[src/rtl/sync_frame_tx_1101.sv]
// Serial frame transmitter: 1101 sync header, MSB-first payload, optional even
// parity bit, then a programmable run of idle zeros before the next word.
//
// state  | meaning
// IDLE   | waiting for din_valid; din_ready high
// SYNC   | sending the 1101 header
// DATA   | shifting the payload out MSB first
// PAR    | sending the even-parity bit
// GAP    | idle zeros before returning to IDLE

module sync_frame_tx_1101 #(
  parameter int DATA_W    = 8,
  parameter int PARITY_EN = 1,
  parameter int GAP       = 2
) (
  input  logic              clk,
  input  logic              rst,
  input  logic [DATA_W-1:0] din,
  input  logic              din_valid,
  output logic              din_ready,
  output logic              tx_bit,
  output logic              tx_en,
  output logic              busy,
  output logic              done
);

  localparam int CNT_MAX = (DATA_W > 4) ? DATA_W : 4;
  localparam int CW      = $clog2(CNT_MAX);
  localparam int GW      = (GAP > 1) ? $clog2(GAP) : 1;

  localparam logic [CW-1:0] SYNC_LOAD = CW'(3);
  localparam logic [CW-1:0] DATA_LOAD = CW'(DATA_W - 1);
  localparam logic [GW-1:0] GAP_LOAD  = GW'((GAP > 0) ? GAP - 1 : 0);
  localparam logic [3:0]    SYNC_PAT  = 4'b1101;

  typedef enum logic [2:0] {
    S_IDLE,
    S_SYNC,
    S_DATA,
    S_PAR,
    S_GAP
  } state_t;

  localparam state_t AFTER_PAR  = (GAP > 0) ? S_GAP : S_IDLE;
  localparam state_t AFTER_DATA = (PARITY_EN != 0) ? S_PAR : AFTER_PAR;

  state_t            state, state_nxt;
  logic [CW-1:0]     cnt, cnt_nxt;
  logic [GW-1:0]     gcnt, gcnt_nxt;
  logic [DATA_W-1:0] sreg;
  logic              par;
  logic              tx_bit_d, tx_en_d, busy_d, done_d;
  logic              in_frame;

  // Outputs are registered copies of what the next state will drive, so
  // they line up with the state register rather than lagging it.
  always_ff @(posedge clk or negedge rst) begin
    if (!rst) begin
      state  <= S_IDLE;
      cnt    <= '0;
      gcnt   <= '0;
      sreg   <= '0;
      par    <= 1'b0;
      tx_bit <= 1'b0;
      tx_en  <= 1'b0;
      busy   <= 1'b0;
      done   <= 1'b0;
    end else begin
      state  <= state_nxt;
      cnt    <= cnt_nxt;
      gcnt   <= gcnt_nxt;
      tx_bit <= tx_bit_d;
      tx_en  <= tx_en_d;
      busy   <= busy_d;
      done   <= done_d;
      if (state == S_IDLE && din_valid) begin
        sreg <= din;
        par  <= ^din;
      end else if (state_nxt == S_DATA) begin
        sreg <= sreg << 1;
      end
    end
  end

  always_comb begin
    state_nxt = state;
    cnt_nxt   = cnt;
    gcnt_nxt  = gcnt;
    case (state)
      S_IDLE: begin
        if (din_valid) begin
          state_nxt = S_SYNC;
          cnt_nxt   = SYNC_LOAD;
        end
      end
      S_SYNC: begin
        if (cnt == '0) begin
          state_nxt = S_DATA;
          cnt_nxt   = DATA_LOAD;
        end else begin
          cnt_nxt = cnt - CW'(1);
        end
      end
      S_DATA: begin
        if (cnt == '0) begin
          state_nxt = AFTER_DATA;
          gcnt_nxt  = GAP_LOAD;
        end else begin
          cnt_nxt = cnt - CW'(1);
        end
      end
      S_PAR: begin
        state_nxt = AFTER_PAR;
        gcnt_nxt  = GAP_LOAD;
      end
      S_GAP: begin
        if (gcnt == '0) begin
          state_nxt = S_IDLE;
        end else begin
          gcnt_nxt = gcnt - GW'(1);
        end
      end
      default: state_nxt = S_IDLE;
    endcase
  end

  always_comb begin
    tx_bit_d = 1'b0;
    tx_en_d  = 1'b0;
    case (state_nxt)
      S_SYNC: begin
        tx_bit_d = SYNC_PAT[cnt_nxt[1:0]];
        tx_en_d  = 1'b1;
      end
      S_DATA: begin
        tx_bit_d = sreg[DATA_W-1];
        tx_en_d  = 1'b1;
      end
      S_PAR: begin
        tx_bit_d = par;
        tx_en_d  = 1'b1;
      end
      default: ;
    endcase
    in_frame = (state == S_SYNC) || (state == S_DATA) || (state == S_PAR);
    busy_d   = (state_nxt != S_IDLE);
    done_d   = in_frame && !tx_en_d;
  end

  assign din_ready = (state == S_IDLE);

endmodule
[config.mk]
export PLATFORM = sky130hd
export DESIGN_NAME = sync_frame_tx_1101
export DESIGN_NICKNAME = d
export VERILOG_FILES = /design/src/rtl/sync_frame_tx_1101.sv
export SDC_FILE = /design/constraint.sdc
export NUM_CORES = 1
export LEC_CHECK = 0
export BUFFER_PORTS_ARGS = -buffer_cell sky130_fd_sc_hd__buf_4
export CELL_PAD_IN_SITES_DETAIL_PLACEMENT = 1
export CELL_PAD_IN_SITES_GLOBAL_PLACEMENT = 1
export CORE_ASPECT_RATIO = 0.8
export CORE_MARGIN = 2
export CORE_UTILIZATION = 50
export CTS_BUF_LIST = sky130_fd_sc_hd__clkbuf_4 sky130_fd_sc_hd__clkbuf_8
export CTS_CLUSTER_SIZE = 16
export DETAILED_ROUTE_END_ITERATION = 7
export GPL_TIMING_DRIVEN = 0
export HOLD_SLACK_MARGIN = 0.05
export PLACE_DENSITY = 0.95
export REMOVE_ABC_BUFFERS = 1
export SETUP_SLACK_MARGIN = 0.3
export SYNTH_ARGS = -nofsm -noshare
export SYNTH_HDL_FRONTEND = slang
export SYNTH_SLANG_ARGS = --single-unit
[constraint.sdc]
create_clock -name clk -period 5.4 [get_ports clk]
set_input_delay 0.27 -clock clk [delete_from_list [all_inputs] [get_ports clk]]
set_output_delay 0.27 -clock clk [all_outputs]
set_load 0.005 [all_outputs]
==> impl_metrics.toml <==
[pwr]
ir_drop_mv = 0.320
clockPowerShare_pct = 11.5
p_switching_w = 0.000322
swShare_pct = 40.7
p_seq_share_pct = 38.2
p_per_area_nw_per_um2 = 591
comb_power_share_pct = 50.4
p_int_w = 0.000469
leakagePower_nw = 0.605

[critical_path]
cp_max_fo = 4
start_kind = "flip-flop"
cp.required_ns = 5.64
ff2ff_path_depth = 9
crit_arrival_ns = 2.43
path_class = "flip-flop to flip-flop"
cp-end-kind = "flip-flop"
rrSetupSlack_ns = 3.21

[synth]
synth_flop_cell = "dfrtp_1"
syn_inst = 108
ys_types = 39
yosysTopAreaCell = "dfrtp_1"
ys_seq_elements = 20
yosysMostFrequentCell = "dfrtp_1"
synth_top_cells_by_area = "dfrtp_1 (41%), mux2_4 (7.4%), xnor2_1 (5.0%)"
async_flop_share_pct = 100
synth_area_sq_um = 1220
synth_edf_count = 0
synth_top_area_share_pct = 41.1
yosysWarnings = 0
syn_avg_cell_area_sq_um = 11.3
synthTopCellsByCount = "dfrtp_1 (20), o21ai_0 (8), inv_1 (7), xnor2_1 (7), mux2_4 (6)"
yosysSeqAreaShare_pct = 41.1

[timing]
hold_viol = 0
worst_slack_ns = 3.21
timing.setup.tns_ns = 0
period_needed_ns = 2.19
finalSetupViolations = 0
timing.final.crit_share_pct = 40.6
drv_slew = 0
fmax_ghz = 0.456
rsz0062_at_grt = "false"
tightest_slew_ns = 0.682
timing.hold.ws_ns = 0.177
fin_skew_ns = 0.00689
relSlewSlack_pct = 54.5

[hold_path]
hold_class = "primary input to flip-flop"
holdPathStages = 3

[clock_tree]
ctsResizeCount = 0
cts_setup_buffers = 0
clk_latency_ns = 0.31
clock_sinks = 20
clockBufferDepth = 2
clockRootBuffer = "clkbuf_4"
cts_made_buffers = 3
postCtsHoldBufs = 1
cts_tree = "yes"
clk_pin_slew_ns = 0.12
htree_num_levels = 1

[die]
core-area_sq_um = 2230
die_h_um = 48.1
rows = 15
chipWidth_um = 59.2
die_area_sq_um = 2850
start_util_pct = 54.5
io_pins = 16

[job]
maxCapViolCount = 0

[drt]
firstDrtPassIters = 4
drtAntennaViolNets = 0
routed_wl_um = 2970
drt-initial-drc-count = 15
drc = 0
vias_per_cell = 5.91
routedWlPerCell_um = 20.3
via_count = 863

[placed_design]
portBuffers = 15
post-dp-hpwl_um = 2110
place_inst = 141
pre_cts_ws_ns = 3.23
gp_congestion = 0.781

[cells_and_area]
layout.cells.non_filler = 146
drive_gt1_share_pct = 26.4
post-route-util_pct = 59.9
syn2layout_area_growth_pct = 9.97
fin_nets = 136
diodes = 0

[global_route]
grt_max_degree = 21
grt_first_pass_wirelength_um = 5000
grt_antenna_before_repair = 0
grt_overflow_total = 0
track_usage_pct = 25.4
grt_pass1_vias = 936

[run_status]
status = "finished clean"
==> through the flow <==
stage               cell area (sq um)  total power, W
floorplan                        1150        0.000564
global placement                 1290        0.000649
CTS                              1340        0.000792
detailed placement               1290        0.000693
finish                           1340        0.000791
global route                     1340        0.000848
==> cell type report <==
| class | count | area, sq um |
|---|---|---|
| clock buffers | 4 | 36.3 |
| fillers | 243 | 895 |
| inverters | 8 | 30.0 |
| multi-input cells | 73 | 618 |
| flip-flops and latches | 20 | 500 |
| well taps | 25 | 31.3 |
| repair buffers | 16 | 123 |
==> sequential cells by signal, summed over array words and instances (netlist names) <==
signal / flops
busy: 1
cnt: 3
done: 1
gcnt: 1
par: 1
sreg: 8
state: 3
tx_bit: 1
tx_en: 1
==> path summary, 6_finish.rpt <==
check,to,from
worst max-delay path,tx_bit,cnt[0]
worst min-delay path,sreg[0],din[0]
worst max register to register,tx_bit,cnt[0]
worst min register to register,sreg[5],sreg[5]
max in group asynchronous,sreg[6],rst
min in group asynchronous,sreg[2],rst
==> layout by cell type, fill, tap and decap left out, drive strengths merged, types with 2 or more instances in the layout <==
cell type / Yosys / routed
dfrtp: 20 / 20
buf: 7 / 15
mux2: 12 / 12
o21ai: 9 / 9
inv: 8 / 8
xnor2: 7 / 7
nor2: 5 / 5
clkbuf: 0 / 4
a21oi: 3 / 3
mux2i: 3 / 3
o211ai: 3 / 3
nand2: 3 / 3
ha: 3 / 3
nor3: 2 / 2
and2: 2 / 2
a22oi: 2 / 2
nand4: 2 / 2
o21bai: 2 / 2
nor2b: 2 / 2
==> critical path, cell delays in order (launching register included) <==
cell      delay (ns)
dfrtp_1         0.44
inv_1           0.10
ha_1            0.21
nor2b_4         0.23
inv_2           0.08
ha_1            0.27
mux2_2          0.27
o211ai_1        0.22
a22oi_1         0.12
o211ai_1        0.19
==> metal layers <==
| layer | share of wire [%] | vias to the layer above | wire (um) | GRT usage, % |
|---|---|---|---|---|
| met2 | 52 | 24 | 1540 | 44.0 |
| met3 | 3.2 | 4 | 96 | 5.57 |
| li1 | - | 406 | - | - |
| met4 | 1.7 | 0 | 51 | 8.18 |
| met5 | 0 | - | 0 | 0 |
| met1 | 43 | 429 | 1280 | 32.6 |
==> cells by family after synthesis <==
kind of cell               Yosys count  share of synthesized area, %
DFF                                 20                          41.1
buffers and inverters               15                          8.12
AOI/OAI and AO/OA                   25                          14.5
xor gates and xnor gates             8                          5.76
and+or+nand+nor                     22                          12.0
muxes                               15                          15.4
adders and majority gates            3                          3.08
==> power groups by stage <==
| stage | logic, W | clock network [W] | registers (W) |
|---|---|---|---|
| after CTS | 0.000399 | 0.0000918 | 0.000301 |
| after global routing | 0.000438 | 0.0000971 | 0.000312 |
| after floorplan | 0.000288 | 0 | 0.000277 |
| after detailed placement | 0.000390 | 0 | 0.000302 |
| final | 0.000398 | 0.0000907 | 0.000302 |
| after global placement | 0.000359 | 0 | 0.000290 |
Note: power is estimated with default switching activity, not from simulation.
